### src/rtl/mod_reduce_seq.sv
// -----------------------------------------------------------------------------
// mod_reduce_seq
//   Sequential signed modular reducer. It takes a signed operand and an
//   unsigned modulus and returns the canonical residue in [0, p-1] together
//   with the floor quotient floor(in / p). The work is done by a restoring
//   divider that handles one bit per cycle, behind a start/done handshake.
//   A zero modulus is flagged through o_err and finishes in a single cycle.
//
// Parameters
//   IN_W : width of the signed operand and of the signed quotient (>= 2)
//   P_W  : width of the unsigned modulus and of the residue (P_W <= IN_W)
//
// Ports
//   clk      : clock; all state updates on the rising edge
//   rst_n    : synchronous active-low reset
//   i_start  : request, sampled only while idle
//   i_in     : signed operand, captured when start is accepted
//   i_p      : unsigned modulus, captured when start is accepted
//   o_busy   : high while the divider or sign fix-up is running
//   o_done   : one-cycle pulse; o_res/o_q/o_err valid then and held after
//   o_res    : canonical residue, in mod p
//   o_q      : signed floor quotient
//   o_err    : divide-by-zero flag, updated with o_done
// -----------------------------------------------------------------------------
module mod_reduce_seq #(
  parameter int IN_W = 12,
  parameter int P_W  = 5
) (
  input  logic            clk,
  input  logic            rst_n,
  input  logic            i_start,
  input  logic [IN_W-1:0] i_in,
  input  logic [P_W-1:0]  i_p,
  output logic            o_busy,
  output logic            o_done,
  output logic [P_W-1:0]  o_res,
  output logic [IN_W-1:0] o_q,
  output logic            o_err
);

  localparam int                CNT_W    = $clog2(IN_W);
  localparam logic [CNT_W-1:0]  LAST_CNT = CNT_W'(IN_W - 1);

  typedef enum logic [1:0] {
    S_IDLE,
    S_DIV,
    S_FIX,
    S_DONE
  } state_t;

  state_t            r_state;
  logic [IN_W-1:0]   r_mag;    // operand magnitude, shifted out MSB first; quotient fills in from the LSB
  logic [P_W:0]      r_rem;    // partial remainder, always < p between steps
  logic [P_W-1:0]    r_p;
  logic              r_sign;
  logic [CNT_W-1:0]  r_cnt;
  logic              r_busy;
  logic              r_done;
  logic              r_err;
  logic [P_W-1:0]    r_res;
  logic [IN_W-1:0]   r_q;

  logic [IN_W-1:0]   w_in_mag;
  logic [P_W:0]      w_shift;
  logic [P_W:0]      w_p_ext;
  logic              w_ge;
  logic [P_W:0]      w_rem_step;
  logic [P_W-1:0]    w_res_neg;

  // NOTE: every signal assigned in always_comb gets a default at the top of
  // the block, so no path can leave it unassigned and infer a latch.
  always_comb begin
    w_in_mag   = i_in;
    w_shift    = '0;
    w_p_ext    = '0;
    w_ge       = 1'b0;
    w_rem_step = '0;
    w_res_neg  = '0;

    // Two's-complement magnitude; the most-negative value maps to 2^(IN_W-1),
    // which fits because the result is treated as unsigned.
    if (i_in[IN_W-1]) begin
      w_in_mag = ~i_in + IN_W'(1);
    end

    // Remainder is below p before the shift, so its top bit is always clear
    // and dropping it loses nothing.
    w_shift    = {r_rem[P_W-1:0], r_mag[IN_W-1]};
    w_p_ext    = {1'b0, r_p};
    w_ge       = (w_shift >= w_p_ext);
    w_rem_step = w_ge ? (w_shift - w_p_ext) : w_shift;

    // p - R with 0 < R < p, so the P_W-bit result is exact.
    w_res_neg  = P_W'(w_p_ext - r_rem);
  end

  // NOTE: sequential state uses non-blocking assignments so every register
  // sees the pre-edge value of every other register, regardless of order.
  always_ff @(posedge clk) begin
    if (!rst_n) begin
      r_state <= S_IDLE;
      r_mag   <= '0;
      r_rem   <= '0;
      r_p     <= '0;
      r_sign  <= 1'b0;
      r_cnt   <= '0;
      r_busy  <= 1'b0;
      r_done  <= 1'b0;
      r_err   <= 1'b0;
      r_res   <= '0;
      r_q     <= '0;
    end else begin
      case (r_state)
        S_IDLE: begin
          r_done <= 1'b0;
          if (i_start) begin
            if (i_p == '0) begin
              // Zero modulus: report straight away without entering the divider.
              r_err   <= 1'b1;
              r_res   <= '0;
              r_q     <= '0;
              r_done  <= 1'b1;
              r_state <= S_DONE;
            end else begin
              r_mag   <= w_in_mag;
              r_sign  <= i_in[IN_W-1];
              r_p     <= i_p;
              r_rem   <= '0;
              r_cnt   <= '0;
              r_busy  <= 1'b1;
              r_state <= S_DIV;
            end
          end
        end

        S_DIV: begin
          r_rem <= w_rem_step;
          r_mag <= {r_mag[IN_W-2:0], w_ge};
          if (r_cnt == LAST_CNT) begin
            r_cnt   <= '0;
            r_state <= S_FIX;
          end else begin
            r_cnt <= r_cnt + CNT_W'(1);
          end
        end

        S_FIX: begin
          // r_mag now holds the unsigned quotient of |in| / p.
          if (!r_sign) begin
            r_res <= r_rem[P_W-1:0];
            r_q   <= r_mag;
          end else if (r_rem == '0) begin
            r_res <= '0;
            r_q   <= ~r_mag + IN_W'(1);
          end else begin
            // Floor toward minus infinity: -(Q+1) is simply ~Q.
            r_res <= w_res_neg;
            r_q   <= ~r_mag;
          end
          r_err   <= 1'b0;
          r_busy  <= 1'b0;
          r_done  <= 1'b1;
          r_state <= S_DONE;
        end

        S_DONE: begin
          // Start is deliberately not looked at here.
          r_done  <= 1'b0;
          r_state <= S_IDLE;
        end

        default: begin
          r_busy  <= 1'b0;
          r_done  <= 1'b0;
          r_state <= S_IDLE;
        end
      endcase
    end
  end

  assign o_busy = r_busy;
  assign o_done = r_done;
  assign o_res  = r_res;
  assign o_q    = r_q;
  assign o_err  = r_err;

endmodule
### config.mk
export PLATFORM = sky130hd
export DESIGN_NAME = mod_reduce_seq
export DESIGN_NICKNAME = d
export VERILOG_FILES = /design/src/rtl/mod_reduce_seq.sv
export SDC_FILE = /design/constraint.sdc
export NUM_CORES = 1
export LEC_CHECK = 0
export BUFFER_PORTS_ARGS = -buffer_cell sky130_fd_sc_hd__buf_2
export CORE_UTILIZATION = 23
export CTS_BUF_LIST = sky130_fd_sc_hd__clkbuf_16
export CTS_CLUSTER_DIAMETER = 40
export DETAILED_ROUTE_END_ITERATION = 6
export HOLD_SLACK_MARGIN = 0.06
export PLACE_DENSITY = 0.43
export SLEW_MARGIN = 20
export SYNTH_ARGS = -nofsm -noshare
export SYNTH_HDL_FRONTEND = slang
export SYNTH_SLANG_ARGS = --single-unit
### constraint.sdc
create_clock -name clk -period 3 [get_ports clk]
set_input_delay 0.15 -clock clk [delete_from_list [all_inputs] [get_ports clk]]
set_output_delay 0.15 -clock clk [all_outputs]
set_load 0.03 [all_outputs]
; ---- Word-level counts from Yosys, hierarchy flattened
; Cells that the tools add are included.
[word_totals]
ram_bits = 0
latch_bits = 0
n_memories = 0
romBits = 0
register_bits = 50
word_cells = 74
[classes]
n_eq_ne = 8
n_reduce_logical = 11
muxes = 35
n_mul = 0
shifts = 0
div = 0
n_bitwise = 3
n_lt_le_gt_ge = 1
addsub = 5
[ops]
columns = cell, n
row1 = 2-to-1 mux 12 bit, 7
row2 = case mux 12 bit (2 select lines), 2
row3 = adder 12 x 1 -> 12 bit (second input constant), 2
row4 = inverter 12 bit, 2
row5 = 2-to-1 mux 5 bit, 4
row6 = 2-to-1 mux 6 bit, 3
row7 = 2-to-1 mux 4 bit, 3
row8 = case mux 6 bit (2 select lines), 1
row9 = AND reduction 3 bit, 4
row10 = case mux 5 bit (2 select lines), 1
row11 = inequality test 2 bit (second input constant), 4
row12 = case mux 2 bit (4 select lines), 1
row13 = case mux 4 bit (2 select lines), 1
row14 = >= comparator 6 x 5 -> 1 bit, 1
row15 = zero test 6 bit, 1
row16 = 2-to-1 mux 1 bit, 6
row17 = 2-to-1 mux 2 bit, 3
row18 = subtractor 6 x 5 -> 6 bit, 1
row19 = zero test 5 bit, 1
row20 = subtractor 5 bit, 1
row21 = adder 4 x 1 -> 4 bit (second input constant), 1
row22 = == test 2 bit (second input constant), 2
row23 = == test 4 bit (second input constant), 1
row24 = case mux 1 bit (2 select lines), 2
row25 = other kinds (7), 8

; ---- Depth between registers and ports, before layout
[logic_depth]
ltp_word = 6
depth_mapped = 9
depth_no_buf = 9

; ---- Worst setup path before layout
; No wires, ideal clock.
[synth_path]
kind = reg2reg
from = register r_mag[11]
to = register r_mag[0]
period_less_slack_ns = 2.077
stages_incl_launch_ff = 10
slack_ns = 0.923
t_required_ns = 2.875
path_buffers = 0
arrival_ns = 1.952
path_cell_list = dfxtp_1 > inv_1 > ha_1 > inv_1 > fa_1 > a21o_1 > a31oi_1 > o211ai_1 > a222oi_1 > nor2b_1
[synth_between]
elab_chain_len = 2
[synth_lines]
columns = element, line_no
row1 = from (decl), 52  ; logic [IN_W-1:0] r_mag;
row2 = from (signal assigned), 125  ; r_mag <= w_in_mag;
row3 = from (signal assigned), 138  ; r_mag <= {r_mag[IN_W-2:0], w_ge};
row4 = >= comparator 6 x 5 -> 1 bit, 90  ; w_ge = (w_shift >= w_p_ext);
row5 = case mux 12 bit (2 select lines), 113  ; case (r_state)
; Every way passes these cells.
; A chain may end at the register's enable or synchronous reset.

; ---- Final worst setup path
; Ends and elaborated chain as after synthesis.

==> qor.json <==
{
  "irDropWorstVdd_mv": 0.2478,
  "finalWorstPathRequiredPeriod_ns": 2.296,
  "cts_buffers": 5,
  "cell_internal_pwr_mw": 1.768,
  "route.detailed.wl_per_inst_um": 13.48,
  "setup-violations-final": 0,
  "count_of_cells_resized_by_post_cts_repair": 0,
  "p_sw_frac": 0.4315,
  "synthMostInstantiatedCell": "nand2_1",
  "die_height_um": 118.3,
  "grt_pass1_vias": 2741,
  "drt.antenna.violating_nets": 0,
  "cts.htree.levels": 2,
  "fmax_ghz": 0.4355,
  "synthesis.area_um2": 3112,
  "routabilityCongestion": 0.7611,
  "slew_violations": 0,
  "worst_pin_slew_ns": 0.8528,
  "maxUsedRoutingLayer": "met4",
  "critPathArrivalTime_ns": 2.48,
  "synth_area_per_cell_um2": 8.103,
  "synth_seq_area_share": 0.3217,
  "leak_nw": 1.475,
  "dpl.hpwl_um": 6081,
  "setup-tns-final_ns": 0,
  "drive_gt1_frac": 0.1459,
  "register_clock_pin_slew_on_the_reported_worst_setup_and_hold_paths_ns": 0.07,
  "start_kind": "flop",
  "vias_per_cell": 4.594,
  "top_level_ports": 40,
  "critical_path_required_ns": 3.19,
  "post-synth-top-area-fraction": 0.3217,
  "sequentialPowerShare": 0.307,
  "final.setup_skew_ns": 0.008063,
  "share_of_the_clock_period_used_by_the_worst_path": 0.7654,
  "power.density_nw_per_um2": 851.1,
  "number_of_synthesized_flops_with_an_enable_pin": 0,
  "hold_viol": 0,
  "critPathCaptureType": "flop",
  "synthesis.nets": 423,
  "count_of_warnings_emitted_by_yosys": 0,
  "crit_path_max_incr_delay_ns": 0.41,
  "syn_inst": 384,
  "ctsHoldBuffers": 0,
  "core_um2": 13240,
  "design.die.area_um2": 14000,
  "worst_relative_slew_slack": 0.4307,
  "cell_types_with_the_largest_area_share_after_synthesis": "dfxtp_1, ha_1, nand2_1, o21ai_0, mux2i_1",
  "ys_top_cells_by_count": "nand2_1, dfxtp_1, o21ai_0",
  "cts.path.max_buffers": 2,
  "run_status": "finished clean",
  "synth_cell_types": 56,
  "critical_path.cell_chain": "inv_1 -> ha_1 -> inv_1 -> fa_1 -> a21o_1 -> a31oi_1 -> o211ai_1 -> a222oi_1 -> nor2b_1",
  "pin_count_of_the_biggest_net_entering_global_routing": 32,
  "ys_ff_latch": 50,
  "detail_route.wirelength_um": 8008,
  "row_count": 42,
  "worst_path_max_delay_cell": "a222oi_1",
  "total_of_max_cap_violations": 0,
  "wire_length_of_the_first_global_routing_pass_um": 13550,
  "cts-root-buf": "clkbuf_16",
  "cpMostUsedCell": "inv_1",
  "drt-pass1-iter-count": 4,
  "n_diodes": 0,
  "antenna_found_initial": 0,
  "insertion_delay_ns": 0.30,
  "total_overflow_reported_by_the_global_router": 0,
  "asyncSetResetFlopFracSynth": 0,
  "net-switching-power_mw": 1.342,
  "chipWidth_um": 118.3,
  "globalRouteTotalUtil": 0.1202,
  "cts_tree": "built",
  "clock_power_share": 0.216,
  "yosys_most_used_dff": "dfxtp_1",
  "io_buffer_count": 39,
  "setup.worst_path.class": "reg2reg",
  "comb_power_frac": 0.477,
  "floorplan.initialDensity": 0.2350,
  "wirelength_met1_um": 4043,
  "clock-sinks": 50,
  "maximum_fanout_along_the_worst_path": 7,
  "final_core_utilization": 0.2759,
  "syn_to_final_growth_pct": 17.41,
  "dr_wl_met3_um": 301,
  "vias": 2729,
  "drtIter0Drc": 175,
  "post_cts.repair.setup_buffers": 0,
  "synth_area_leader_cell": "dfxtp_1",
  "route.met2.wl_um": 3533,
  "min-delay-path-class": "in2reg",
  "route.detailed.drc": 0,
  "grt_setup_unrepaired": "false",
  "nets": 456
}
==> worst max-delay path, delay by kind of cell, from the launching register on <==
kind / cells / cell delay, ns
buffers and inverters: 2 / 0.16
adder cells (fa/ha/maj): 2 / 0.56
AND/OR/NAND/NOR: 1 / 0.07
AO/OA/AOI/OAI: 4 / 1.06
flip-flops: 1 / 0.31
==> kinds of logic (layout without fill, tap and decap cells) <==
family,Yosys count,in the layout,synth area share
adder cells (fa/ha/maj),19,19,0.08122
AO/OA/AOI/OAI,100,100,0.2139
buffers and inverters,42,76,0.05428
XOR/XNOR,23,23,0.06474
flip-flops,50,50,0.3217
AND/OR/NAND/NOR,136,136,0.2191
multiplexers,14,14,0.04503
==> sequential cells by signal (all words and copies together), names as in the netlist, 2 cells and up <==
| name | cells |
|---|---|
| r_rem | 6 |
| r_state | 2 |
| r_cnt | 4 |
| r_mag | 12 |
| o_res | 5 |
| r_p | 5 |
| o_q | 12 |
==> stage by stage <==
stage / area (um2) / setup WS, ns / hold WS, ns / power [mW] / instances
6_report: 3654 / 0.7039 / 0.1422 / 3.109 / 594
5_1_grt: 3654 / 0.5170 / 0.1801 / 3.385 / 594
4_1_cts: 3654 / 0.6993 / 0.1387 / 3.151 / 594
3_5_place_dp: 3486 / 0.7227 / 0.4399 / 2.467 / 586
3_3_place_gp: 3486 / 0.7692 / 0.4294 / 2.455 / 586
2_1_floorplan: 3112 / 0.9231 / 0.3104 / 2.091 / 384
==> cell type report <==
cell class	instances	area, um2
Multi-Input combinational cell	292	1942
Timing Repair Buffer	44	232.7
Tap cell	176	220.2
Sequential cell	50	1001
Clock buffer	5	125.1
Fill cell	1477	9589
Clock inverter	3	42.54
Inverter	24	90.09
==> layer usage <==
metal  global-route usage  up-vias
met5                    0        -
met1               0.1609     1259
met4              0.04567        0
met2               0.1890       51
met3              0.02461        6
li1                     -     1413
==> power groups by stage <==
stage                     clock network (mW)  registers (mW)  logic (mW)
after floorplan                            0           0.949        1.14
after global placement                     0           0.969        1.49
after detailed placement                   0           0.974        1.49
after CTS                              0.693           0.958        1.50
after global routing                   0.720           0.980        1.69
final                                  0.671           0.956        1.48
==> final timing paths <==
kind         cells past startpoint  slack [ns]  endpoint  startpoint
max reg2reg                      9        0.70  r_mag[0]   r_mag[11]
min                              3        0.14    r_p[4]      i_p[4]
max                              9        0.70  r_mag[0]   r_mag[11]
min reg2reg                      2        0.45   o_q[11]     o_q[11]
==> cell usage in the layout, fill, tap and decap left out, types with 3 or more instances in the layout <==
| cell type | Yosys | routed |
|---|---|---|
| a21oi_1 | 20 | 20 |
| nor3b_1 | 4 | 4 |
| ha_1 | 17 | 17 |
| buf_2 | 1 | 39 |
| nand3_1 | 11 | 11 |
| nor3_1 | 3 | 3 |
| and2_1 | 3 | 3 |
| nand3b_1 | 3 | 3 |
| nor2_1 | 25 | 25 |
| xor2_1 | 15 | 15 |
| nor4_1 | 4 | 4 |
| nand4_1 | 3 | 3 |
| a31oi_1 | 4 | 4 |
| dfxtp_1 | 50 | 50 |
| o21ai_0 | 30 | 30 |
| nand2b_1 | 6 | 6 |
| a21boi_0 | 6 | 6 |
| nand2_1 | 51 | 51 |
| o41ai_1 | 3 | 3 |
| buf_4 | 0 | 5 |
| nor2b_1 | 13 | 13 |
| o31ai_1 | 6 | 6 |
| xnor2_1 | 8 | 8 |
| clkbuf_16 | 0 | 5 |
| a211oi_1 | 3 | 3 |
| o211a_1 | 3 | 3 |
| inv_1 | 24 | 24 |
| mux2i_1 | 14 | 14 |
| o221ai_1 | 4 | 4 |
No activity file was read; power rests on OpenSTA's default activity.
